$ cat config.mk
export PLATFORM = sky130hd
export DESIGN_NAME = mem_port_arbiter
export DESIGN_NICKNAME = d
export VERILOG_FILES = /design/src/rtl/mem_port_arbiter.sv
export SDC_FILE = /design/constraint.sdc
export NUM_CORES = 1
export LEC_CHECK = 0
export ABC_AREA = 1
export BUFFER_PORTS_ARGS = -buffer_cell sky130_fd_sc_hd__buf_2
export CORE_AREA = 4 4 105 107
export DETAILED_ROUTE_END_ITERATION = 12
export DIE_AREA = 0 0 109 111
export GPL_TIMING_DRIVEN = 1
export PLACE_DENSITY = 0.46
export SLEW_MARGIN = 5
export SYNTH_ARGS = -nofsm -noshare
export SYNTH_HDL_FRONTEND = slang
export SYNTH_SLANG_ARGS = --single-unit
$ cat constraint.sdc
create_clock -name clk -period 1.4 [get_ports clk]
set_input_delay 0.14 -clock clk [delete_from_list [all_inputs] [get_ports clk]]
set_output_delay 0.14 -clock clk [all_outputs]
set_load 0.01 [all_outputs]
$ cat src/rtl/mem_port_arbiter.sv
// Shares one fixed-latency single-port memory between the fetch and data-access ports.
// Optional fetch starvation guard: define MEM_ARB_STARVE_GUARD_EN.
module mem_port_arbiter #(
  parameter int unsigned MEM_LAT    = 1,
  parameter int unsigned STARVE_MAX = 4
) (
  input  logic        clk,
  input  logic        rst,
  input  logic        if_req,
  input  logic [31:0] if_addr,
  output logic        if_ready,
  input  logic        if_flush,
  output logic        if_rsp_valid,
  output logic [31:0] if_rsp_data,
  input  logic        dm_req,
  input  logic [31:0] dm_addr,
  input  logic        dm_wr_en,
  input  logic [31:0] dm_wr_data,
  input  logic [3:0]  dm_byte_en,
  output logic        dm_ready,
  output logic        dm_rsp_valid,
  output logic [31:0] dm_rsp_data,
  output logic        mem_req,
  output logic [31:0] mem_addr,
  output logic        mem_wr_en,
  output logic [31:0] mem_wr_data,
  output logic [3:0]  mem_byte_en,
  input  logic [31:0] mem_rd_data
);

  localparam int unsigned CntW = 4;

  if (MEM_LAT < 1 || MEM_LAT > 4 || STARVE_MAX < 1 || STARVE_MAX > 15) begin : g_param_check
    $error("mem_port_arbiter: MEM_LAT or STARVE_MAX out of range");
  end

  logic grant_if;
  logic grant_dm;
  logic force_if;

`ifdef MEM_ARB_STARVE_GUARD_EN
  // Counts cycles fetch waited while data won; hitting the limit hands one grant to fetch.
  logic [CntW-1:0] starve_q;
  logic [CntW-1:0] starve_d;

  assign force_if = (starve_q == CntW'(STARVE_MAX));

  always_comb begin
    starve_d = starve_q;
    if (force_if || grant_if) begin
      starve_d = '0;
    end else if (if_req && grant_dm) begin
      starve_d = starve_q + CntW'(1);
    end
  end

  always_ff @(posedge clk) begin
    if (rst) begin
      starve_q <= '0;
    end else begin
      starve_q <= starve_d;
    end
  end
`else
  assign force_if = 1'b0;
`endif

  // Data has priority unless the starvation guard forces a fetch grant.
  always_comb begin
    grant_dm = ~rst & dm_req & ~(force_if & if_req);
    grant_if = ~rst & if_req & ~grant_dm;
  end

  assign if_ready = grant_if;
  assign dm_ready = grant_dm;
  assign mem_req  = grant_if | grant_dm;

  always_comb begin
    mem_addr    = '0;
    mem_wr_en   = 1'b0;
    mem_wr_data = '0;
    mem_byte_en = '0;
    if (grant_dm) begin
      mem_addr    = dm_addr;
      mem_wr_en   = dm_wr_en;
      mem_wr_data = dm_wr_data;
      mem_byte_en = dm_byte_en;
    end else if (grant_if) begin
      mem_addr    = if_addr;
      mem_byte_en = 4'hF;
    end
  end

  // In-flight tracker: one {valid, owner} slot per cycle of read latency; owner 1 = fetch.
  logic [MEM_LAT-1:0] vld_q;
  logic [MEM_LAT-1:0] vld_d;
  logic [MEM_LAT-1:0] own_q;
  logic [MEM_LAT-1:0] own_d;

  always_comb begin
    vld_d    = '0;
    own_d    = '0;
    vld_d[0] = grant_if | (grant_dm & ~dm_wr_en);
    own_d[0] = grant_if;
    for (int i = 1; i < int'(MEM_LAT); i++) begin
      vld_d[i] = vld_q[i-1];
      own_d[i] = own_q[i-1];
    end
    if (if_flush) begin
      vld_d = vld_d & ~own_d;
    end
  end

  always_ff @(posedge clk) begin
    if (rst) begin
      vld_q <= '0;
      own_q <= '0;
    end else begin
      vld_q <= vld_d;
      own_q <= own_d;
    end
  end

  logic tail_vld;
  logic tail_if;

  assign tail_vld = vld_q[MEM_LAT-1] & ~rst;
  assign tail_if  = own_q[MEM_LAT-1];

  // A fetch response landing in a flush cycle belongs to the discarded path.
  always_comb begin
    if_rsp_valid = tail_vld & tail_if & ~if_flush;
    dm_rsp_valid = tail_vld & ~tail_if;
    if_rsp_data  = if_rsp_valid ? mem_rd_data : '0;
    dm_rsp_data  = dm_rsp_valid ? mem_rd_data : '0;
  end

endmodule
Word-level counts from Yosys, hierarchy flattened
Cells that the tools add are included.

Add/subtract/negate cells: 0. Multiply operators: 0. Div/mod/pow operators: 0. Order comparisons: 0. Equality and inequality tests: 0. Shifts and indexed selects: 0. Muxes and demuxes: 9. Bitwise logic cells: 17. Reduce and logical (&&, ||, !) cells: 0.

Operator list (count): 2-to-1 mux 32 bit (5); AND 1 bit (9); 2-to-1 mux 4 bit (2); inverter 1 bit (6); 2-to-1 mux 1 bit (2); bitwise OR 1 bit (2).

Bits in registers: 2. Bits in latches: 0. Bits in writable memories: 0. Memory bits (read-only): 0. Input bits: 138. Output and inout bits: 138. Logic and storage cells: 28. Memories kept: 0.

Depth between registers and ports, before layout
Gate-level depths: netlist of run 1.

Depth after elaboration: 7. Depth in mapped cells: 7. Mapped depth without buffers: 5.

Worst setup path before layout of run 1
No wires, ideal clock.

Kind: register to output. Start point: register own_q. End point: output port if_rsp_data[22]. Arrival time: 855 ps. Required time: 1260 ps. Setup slack: 405 ps. Cell stages (with the launch flop): 6. Path buffers: 1. Cells stage by stage: dfxtp_1 inv_1 nor2_1 nand2_2 buf_2 nor2_1.

Cells in the longest elaborated chain, start to end: 3.

Ends and longest elaborated chain: start, declared (line 97) `logic [MEM_LAT-1:0] own_q;`; start signal, assigned (line 120) `own_q <= own_d;`; AND 1 bit (2 in series) (line 132) `if_rsp_valid = tail_vld & tail_if & ~if_flush;`; 2-to-1 mux 32 bit (line 134) `if_rsp_data = if_rsp_valid ? mem_rd_data : '0;`; end, declared (line 14) `output logic [31:0] if_rsp_data,`.

No other way between the ends.

Worst setup path in the final report of run 1
Start point: register own_q. End point: output port if_rsp_data[5].

The elaborated chain is that of the path after synthesis.

==> results of run 1 <==
## synthesized netlist by cell type
cell type / instances / share of area
nor2_2: 1 / 0.0048
buf_2: 12 / 0.046
buf_6: 5 / 0.043
o21ai_0: 1 / 0.0038
nand2_1: 76 / 0.22
buf_4: 3 / 0.017
nand2_2: 3 / 0.014
dfxtp_1: 2 / 0.031
nor2_1: 98 / 0.28
inv_1: 73 / 0.21
inv_2: 3 / 0.0086
nand3_1: 33 / 0.13
## layer usage
metal / GRT usage / vias to the layer above / routed length [um]
met3: 0.0367 / 10 / 1040
li1: - / 1402 / -
met4: 0.0261 / 2 / 106
met5: 0 / - / 20
met2: 0.231 / 169 / 4050
met1: 0.105 / 1122 / 2630
## layout make-up
cell class	count	area, um2	area share
Tap cell	136	170	0.0591
Multi-Input combinational cell	212	848	0.295
Timing Repair Buffer	284	1490	0.519
Inverter	76	285	0.0991
Sequential cell	2	40.0	0.0139
Clock buffer	3	41.3	0.0143
## critical path: stages (launching register included)
cell and delay (ns):
dfxtp_1 0.29, inv_1 0.05, nor2_1 0.11, nand2_2 0.08
buf_12 0.16, nor2_1 0.12, buf_2 0.15
## power breakdown
group          internal, uW  switching (uW)  leakage, uW  total, uW
combinational           307             347      0.00228        654
sequential             60.4           0.564    0.0000165       61.0
clock                   181            40.0    0.0000216        221
## through the flow
stage,worst slack (ns),hold WS (ns)
3_3_place_gp,0.206,0.442
2_1_floorplan,0.405,0.309
5_1_grt,0.0251,0.240
3_5_place_dp,0.175,0.441
6_report,0.0805,0.226
4_1_cts,0.0947,0.227
## worst paths after layout
| path | end | slack (ns) | depth (start not counted) |
|---|---|---|---|
| max | if_rsp_data[5] | 0.08 | 6 |
| min | vld_q | 0.23 | 4 |
## cell families after synthesis
logic type / after synthesis
AOI/OAI and AO/OA: 1
buffers and inverters: 96
DFF: 2
and+or+nand+nor: 211
## state kept, by name (all words and copies together), names as in the netlist
| signal | cells |
|---|---|
| own_q | 1 |
| vld_q | 1 |
==> flow_metrics.env, run 1 <==
export IMPL_cts_tree="yes"
export IMPL_io_pins=276
export IMPL_worstSetupEndpointType="primary output"
export IMPL_rsz0062_at_grt="no"
export IMPL_max_clock_freq_mhz=758
export IMPL_fin_tns_setup_ns=0
export IMPL_arrival_ns=1.18
export IMPL_place_congestion=0.854
export IMPL_synth_compound_area_frac=0.00381
export IMPL_final_hold_viol_count=0
export IMPL_synthXorXnorAreaFrac=0
export IMPL_netlist_area_um2=1310
export IMPL_synth_top_family_by_area="simple AND/OR/NAND/NOR gates"
export IMPL_crit_type="reg -> out"
export IMPL_clk_pin_slew_ns=0.03
export IMPL_synth_simple_area_share=0.643
export IMPL_drive_gt1_frac=0.510
export IMPL_ctsHtreeMaxLevel=1
export IMPL_initial_core_util=0.129
export IMPL_final_common_cell="buf_2"
export IMPL_ys_warn_count=0
export IMPL_grt_pass1_wl_mm=11.3
export IMPL_routedWlPerCell_um=11.0
export IMPL_numCtsBuffers=3
export IMPL_nFillCells=1173
export IMPL_firstDrtPassIters=4
export IMPL_antenna_found_initial=1
export IMPL_maxSlewHeadroom=0.731
export IMPL_drt_iter0_markers=112
export IMPL_cts_resized=0
export IMPL_dpl_hpwl_mm=6.86
export IMPL_syn_avg_cell_area_um2=4.23
export IMPL_cp_start_kind="flop"
export IMPL_core_area_um2=10100
export IMPL_gr_usage_all_layers=0.114
export IMPL_drc=0
export IMPL_die_area_um2=12100
export IMPL_syn_instance_count=310
export IMPL_clk_path_buf_depth=2
export IMPL_layout_min_cycle_time_ns=1.32
export IMPL_ant_nets=0
export IMPL_cts_setup_buffers=0
export IMPL_yosysSeqAreaShare=0.0305
export IMPL_routed_via_density=3.79
export IMPL_grt_pass1_vias=2513
export IMPL_mostFrequentLayoutCells="275 x buf_2, 98 x nor2_1, 76 x nand2_1"
export IMPL_min_period_over_period=0.942
export IMPL_path_max_fanout=33
export IMPL_status="finished clean"
export IMPL_insertedDiodeCount=0
export IMPL_syn_num_nets=448
export IMPL_io_buffers=275
export IMPL_placed_area_um2=2840
export IMPL_die_h_um=111
export IMPL_min_from="if_flush"
export IMPL_utilization=0.284
export IMPL_num_rows=37
export IMPL_slew_violations=0
export IMPL_synth_fa_ha_area_frac=0
export IMPL_power_density_cell_area_nw_per_um2=325
export IMPL_areaGrowthSynthToFinish_pct=119
export IMPL_clock_sinks=2
export IMPL_total_power_uw=937
export IMPL_finalWirelength_mm=7.84
export IMPL_fin_cells=713
export IMPL_die_width_um=109
export IMPL_min_path_type="in -> reg"
export IMPL_nets=717
export IMPL_cts_root_buf="clkbuf_8"
export IMPL_grt_remaining_overflow=0
export IMPL_vias=2705
export IMPL_crit_start="own_q"
export IMPL_dp_cells=710
export IMPL_ir_drop_mv=0.181
export IMPL_synth_cell_type_count=12
export IMPL_setup_violations=0
export IMPL_grt_max_degree=44
export IMPL_critPathRequiredTime_ns=1.26
export IMPL_leakage_uw=0.00231
export IMPL_synth_seq_cells=2
export IMPL_design_area_um2=2880
export IMPL_muxShareOfSynthArea=0
export IMPL_worst_pin_slew_ns=0.404
export IMPL_cap_viol_max_count=0
export IMPL_postCtsHoldBufs=0
No activity file was read; power rests on OpenSTA's default activity.
==> inputs of run 2 (changes only) <==
- RECOVER_POWER: not set -> 100
==> run 2 against run 1 <==
  * Final area decreased by 4.5%
  * Cell count unchanged
  * Hold slack about the same
  * Die area unchanged
  * Maximum frequency decreased by 0.50%
  * Sequential share of layout area increased by 0.066 points
  * Sequential cell count unchanged
  * Largest cell class unchanged
  * Highest routed layer unchanged
==> flow_metrics.env, run 2 (synthesis results as in run 1) <==
export IMPL_crit_path_top_delay_cell="dfxtp_1"
export IMPL_crit_end="if_rsp_data[28]"
export IMPL_place_congestion=0.854
export IMPL_cts_tree="yes"
export IMPL_maxSlewHeadroom=0.690
export IMPL_grt_pass1_vias=2513
export IMPL_grt_pass1_wl_mm=11.3
export IMPL_nets=717
export IMPL_areaGrowthSynthToFinish_pct=109
export IMPL_final_hold_viol_count=0
export IMPL_clk_path_buf_depth=2
export IMPL_routed_via_density=3.81
export IMPL_clk_pin_slew_ns=0.03
export IMPL_cp_start_kind="flop"
export IMPL_core_area_um2=10100
export IMPL_final_common_cell="buf_2"
export IMPL_ctsHtreeMaxLevel=1
export IMPL_crit_path_frequent_cell="nor2_1"
export IMPL_min_period_over_period=0.947
export IMPL_hold_ws_ns=0.226
export IMPL_ir_drop_mv=0.180
export IMPL_fin_cells=713
export IMPL_grt_max_degree=44
export IMPL_path_max_fanout=33
export IMPL_dpl_hpwl_mm=6.86
export IMPL_worst_pin_slew_ns=0.465
export IMPL_die_area_um2=12100
export IMPL_routedWlPerCell_um=11.1
export IMPL_drive_gt1_frac=0.336
export IMPL_drt_iter0_markers=115
export IMPL_crit_start="own_q"
export IMPL_status="finished clean"
export IMPL_slew_violations=0
export IMPL_power_density_cell_area_nw_per_um2=332
export IMPL_antenna_found_initial=1
export IMPL_mostFrequentLayoutCells="151 x buf_2, 99 x nor2_1, 98 x clkbuf_1"
export IMPL_num_rows=37
export IMPL_min_path_type="in -> reg"
export IMPL_cts_setup_buffers=0
export IMPL_layout_min_cycle_time_ns=1.33
export IMPL_die_width_um=109
export IMPL_arrival_ns=1.19
export IMPL_firstDrtPassIters=4
export IMPL_cts_resized=0
export IMPL_reg_top3="own_q: 1 flops, vld_q: 1 flops"
export IMPL_worstSetupEndpointType="primary output"
export IMPL_cap_viol_max_count=0
export IMPL_crit_type="reg -> out"
export IMPL_cts_root_buf="clkbuf_8"
export IMPL_io_pins=276
export IMPL_max_stage_delay_ns=0.29
export IMPL_setup_violations=0
export IMPL_grt_remaining_overflow=0
export IMPL_vias=2720
export IMPL_drc=0
export IMPL_die_h_um=111
export IMPL_ant_nets=0
export IMPL_critPathRequiredTime_ns=1.26
export IMPL_numCtsBuffers=3
export IMPL_setup_ws_ns=0.0739
export IMPL_finalWirelength_mm=7.88
export IMPL_crit_chain="inv_1, nor2_1, nand2_2, buf_12, nor2_1, clkbuf_1"
export IMPL_clock_sinks=2
export IMPL_initial_core_util=0.129
export IMPL_leakage_uw=0.00190
export IMPL_dp_cells=710
export IMPL_fin_tns_setup_ns=0
export IMPL_post_place_ws_ns=0.175
export IMPL_gr_usage_all_layers=0.114
export IMPL_insertedDiodeCount=0
export IMPL_io_buffers=275
export IMPL_postCtsHoldBufs=0
export IMPL_rsz0062_at_grt="no"
export IMPL_max_clock_freq_mhz=754
## run 2: changes by cell type in the layout (fill, tap and decap cells not counted)
cell | before | now
buf_2 | 275 | 151
buf_4 | 5 | 2
clkbuf_1 | 0 | 98
clkbuf_2 | 0 | 28
clkbuf_4 | 0 | 1
inv_1 | 73 | 74
inv_2 | 3 | 2
nor2_1 | 98 | 99
nor2_2 | 1 | 0
## run 2: worst max-delay path, delay by kind of cell, from the launching register on
family / cells / cell delay (ns)
and+or+nand+nor: 3 / 0.30
DFF: 1 / 0.29
buffers and inverters: 3 / 0.37
## run 2: how the worst min path moves through the flow
stage | startpoint | end | slack, ns | cells after the start
3_5_place_dp | if_flush | vld_q | 0.44 | 4
4_1_cts | if_flush | vld_q | 0.23 | 4
6_report | if_flush | vld_q | 0.23 | 4
3_3_place_gp | if_flush | vld_q | 0.44 | 4
5_1_grt | if_flush | vld_q | 0.24 | 4
2_1_floorplan | dm_wr_en | vld_q | 0.31 | 3
## run 2: area by class of cell
| type | count | area, um2 |
|---|---|---|
| timing repair buffer | 284 | 1370 |
| sequential | 2 | 40.0 |
| clock buffer | 3 | 41.3 |
| multi-input combinational | 212 | 846 |
| tap | 136 | 170 |
| fill | 1240 | 7390 |
| inverter | 76 | 285 |
## run 2: through the flow
step	cell area [um2]	util	power (uW)
CTS	2880	0.284	955
detailed placement	2840	0.280	722
floorplan	1310	-	360
finish	2750	0.271	911
global placement	2840	0.280	721
global route	2750	0.271	1000
## run 2: where the power goes
group          internal [uW]  leakage, uW  switching (uW)
clock network            181    0.0000216            40.0
logic                    279      0.00186             350
registers               60.4    0.0000165           0.563
## run 2: layer usage
layer	global-route usage	up-vias	wire length (um)
met5	0	-	20
met3	0.0367	10	1030
met4	0.0261	2	106
li1	-	1402	-
met1	0.105	1130	2660
met2	0.231	176	4070
==> inputs of run 3 (changes only) <==
- ABC_AREA: 1 -> not set
- CORE_AREA: 4 4 105 107 -> 4 4 104 106
- DIE_AREA: 0 0 109 111 -> 0 0 108 110
- PLACE_DENSITY: 0.46 -> 0.47
- clock period: 1.4 -> 1.1 ns (I/O delays scaled with it)
==> run 3 against run 2 <==
  * The flow now finishes with violations (setup timing)
  * Worst setup slack lost 0.30 ns
  * Synthesized area shrank 8.8%
  * Clock power grew 29%
  * Sequential cell count is the same
  * Die area down 1.8%
  * Power is 30% higher
  * Sequential power grew 30%
  * Via count is 15% lower
  * Critical path type unchanged
  * Critical endpoint is now if_rsp_data[7]
  * Highest routed layer is now met4
==> flow_metrics.env, run 3 <==
export IMPL_routed_via_density=4.02
export IMPL_gr_usage_all_layers=0.108
export IMPL_leakage_uw=0.00181
export IMPL_synth_edf_count=0
export IMPL_rsz0062_at_grt="yes"
export IMPL_die_width_um=108
export IMPL_maxSlewHeadroom=0.852
export IMPL_worst_pin_slew_ns=0.221
export IMPL_synthArstFlopShare=0
export IMPL_ys_warn_count=0
export IMPL_final_hold_viol_count=0
export IMPL_netlist_area_um2=1200
export IMPL_syn_num_nets=310
export IMPL_grt_max_degree=38
export IMPL_firstDrtPassIters=4
export IMPL_io_buffers=275
export IMPL_nFillCells=1072
export IMPL_ir_drop_mv=0.388
export IMPL_setup_ws_ns=-0.224
export IMPL_setup_violations=124
export IMPL_reg_top3="own_q: 1 flops, vld_q: 1 flops"
export IMPL_min_path_type="in -> reg"
export IMPL_clk_pin_slew_ns=0.03
export IMPL_utilization=0.296
export IMPL_cp_start_kind="flop"
export IMPL_areaGrowthSynthToFinish_pct=141
export IMPL_grt_pass1_wl_mm=10.4
export IMPL_dpl_hpwl_mm=6.42
export IMPL_initial_core_util=0.123
export IMPL_yosysMostFrequentCell="and2_1"
export IMPL_drive_gt1_frac=0.670
export IMPL_max_clock_freq_mhz=755
export IMPL_worstSetupEndpointType="primary output"
export IMPL_synth_area_top_cells="and2_1 51%, a32o_1 28%, buf_2 4.6%"
export IMPL_post_place_ws_ns=-0.0458
export IMPL_path_max_fanout=33
export IMPL_ctsHtreeMaxLevel=1
export IMPL_critPathRequiredTime_ns=0.99
export IMPL_synth_area_leader_cell="and2_1"
export IMPL_clock_sinks=2
export IMPL_crit_type="reg -> out"
export IMPL_clk_path_buf_depth=2
export IMPL_dp_cells=569
export IMPL_final_common_cell="buf_2"
export IMPL_synthTopCellsByCount="97 x and2_1, 33 x a32o_1, 11 x buf_2"
export IMPL_grt_pass1_vias=2178
export IMPL_hold_ws_ns=0.187
export IMPL_ant_nets=0
export IMPL_min_period_over_period=1.20
export IMPL_status="complete, but fails checks"
export IMPL_arrival_ns=1.21
export IMPL_synthFlopType="dfxtp_1"
export IMPL_cts_tree="yes"
export IMPL_drc=0
export IMPL_numCtsBuffers=3
export IMPL_place_congestion=0.767
export IMPL_finalWirelength_mm=7.71
export IMPL_postCtsHoldBufs=0
export IMPL_antenna_found_initial=0
export IMPL_mostFrequentLayoutCells="272 x buf_2, 97 x and2_1, 33 x a32o_1"
export IMPL_nets=582
export IMPL_io_pins=276
export IMPL_violations="setup timing"
export IMPL_insertedDiodeCount=0
export IMPL_total_power_uw=1180
export IMPL_cap_viol_max_count=0
export IMPL_syn_instance_count=172
export IMPL_num_rows=36
export IMPL_routedWlPerCell_um=13.4
export IMPL_grt_remaining_overflow=0
export IMPL_syn_avg_cell_area_um2=6.96
export IMPL_layout_min_cycle_time_ns=1.32
export IMPL_die_h_um=110
export IMPL_power_density_cell_area_nw_per_um2=409
export IMPL_synth_cell_type_count=16
export IMPL_fin_cells=575
export IMPL_vias=2311
export IMPL_cts_root_buf="clkbuf_8"
export IMPL_synth_seq_cells=2
export IMPL_slew_violations=0
export IMPL_synth_top_area_share=0.507
export IMPL_yosysSeqAreaShare=0.0334
export IMPL_core_area_um2=9770
export IMPL_die_area_um2=11900
export IMPL_drt_iter0_markers=84
run 3: logic make-up (layout without fill, tap and decap cells):
kind of cell / after synthesis / after routing / share of synthesized area
flops: 2 / 2 / 0.0334
buf+inv: 23 / 293 / 0.0993
simple gates: 110 / 110 / 0.575
compound gates: 37 / 37 / 0.293
run 3: layer usage:
layer	wire [um]	global-route usage
met4	40	0.0243
met2	4290	0.218
met5	0	0
met1	2620	0.115
met3	765	0.0198
run 3: area by class of cell:
type / instances / area (um2) / area share
timing repair buffer: 288 / 1590 / 0.551
multi-input combinational: 147 / 1040 / 0.359
tap: 133 / 166 / 0.0576
sequential: 2 / 42.5 / 0.0147
clock buffer: 3 / 41.3 / 0.0143
inverter: 2 / 7.51 / 0.00260
run 3: worst max-delay path, cell delays in order, from the launching register on:
cell and delay [ns]:
dfxtp_2 0.31, and4bb_2 0.25, buf_12 0.16, and2_1 0.14
buf_2 0.12
run 3: final timing paths:
kind,start,to,cells after the start
hold / removal,rst,own_q,2
setup / recovery,own_q,if_rsp_data[7],4
run 3: stage by stage:
stage	setup TNS, ns	cell area [um2]
finish	-16.79	2890
global route	-25.20	2890
CTS	-14.57	2810
detailed placement	-1.38	2770
global placement	-0.577	2770
floorplan	0	1200
run 3: report_power, final:
group	internal [uW]	switching [uW]	total, uW
Combinational	443	375	818
Clock	231	53.0	284
Sequential	77.7	1.57	79.2
Total	752	430	1180
run 3: what timing repair did:
action	4_1_cts	5_1_grt
pin swaps	0	0
gates cloned	0	2
gates resized for setup	2	6
endpoints found under the setup margin	66	92
buffers inserted	0	1
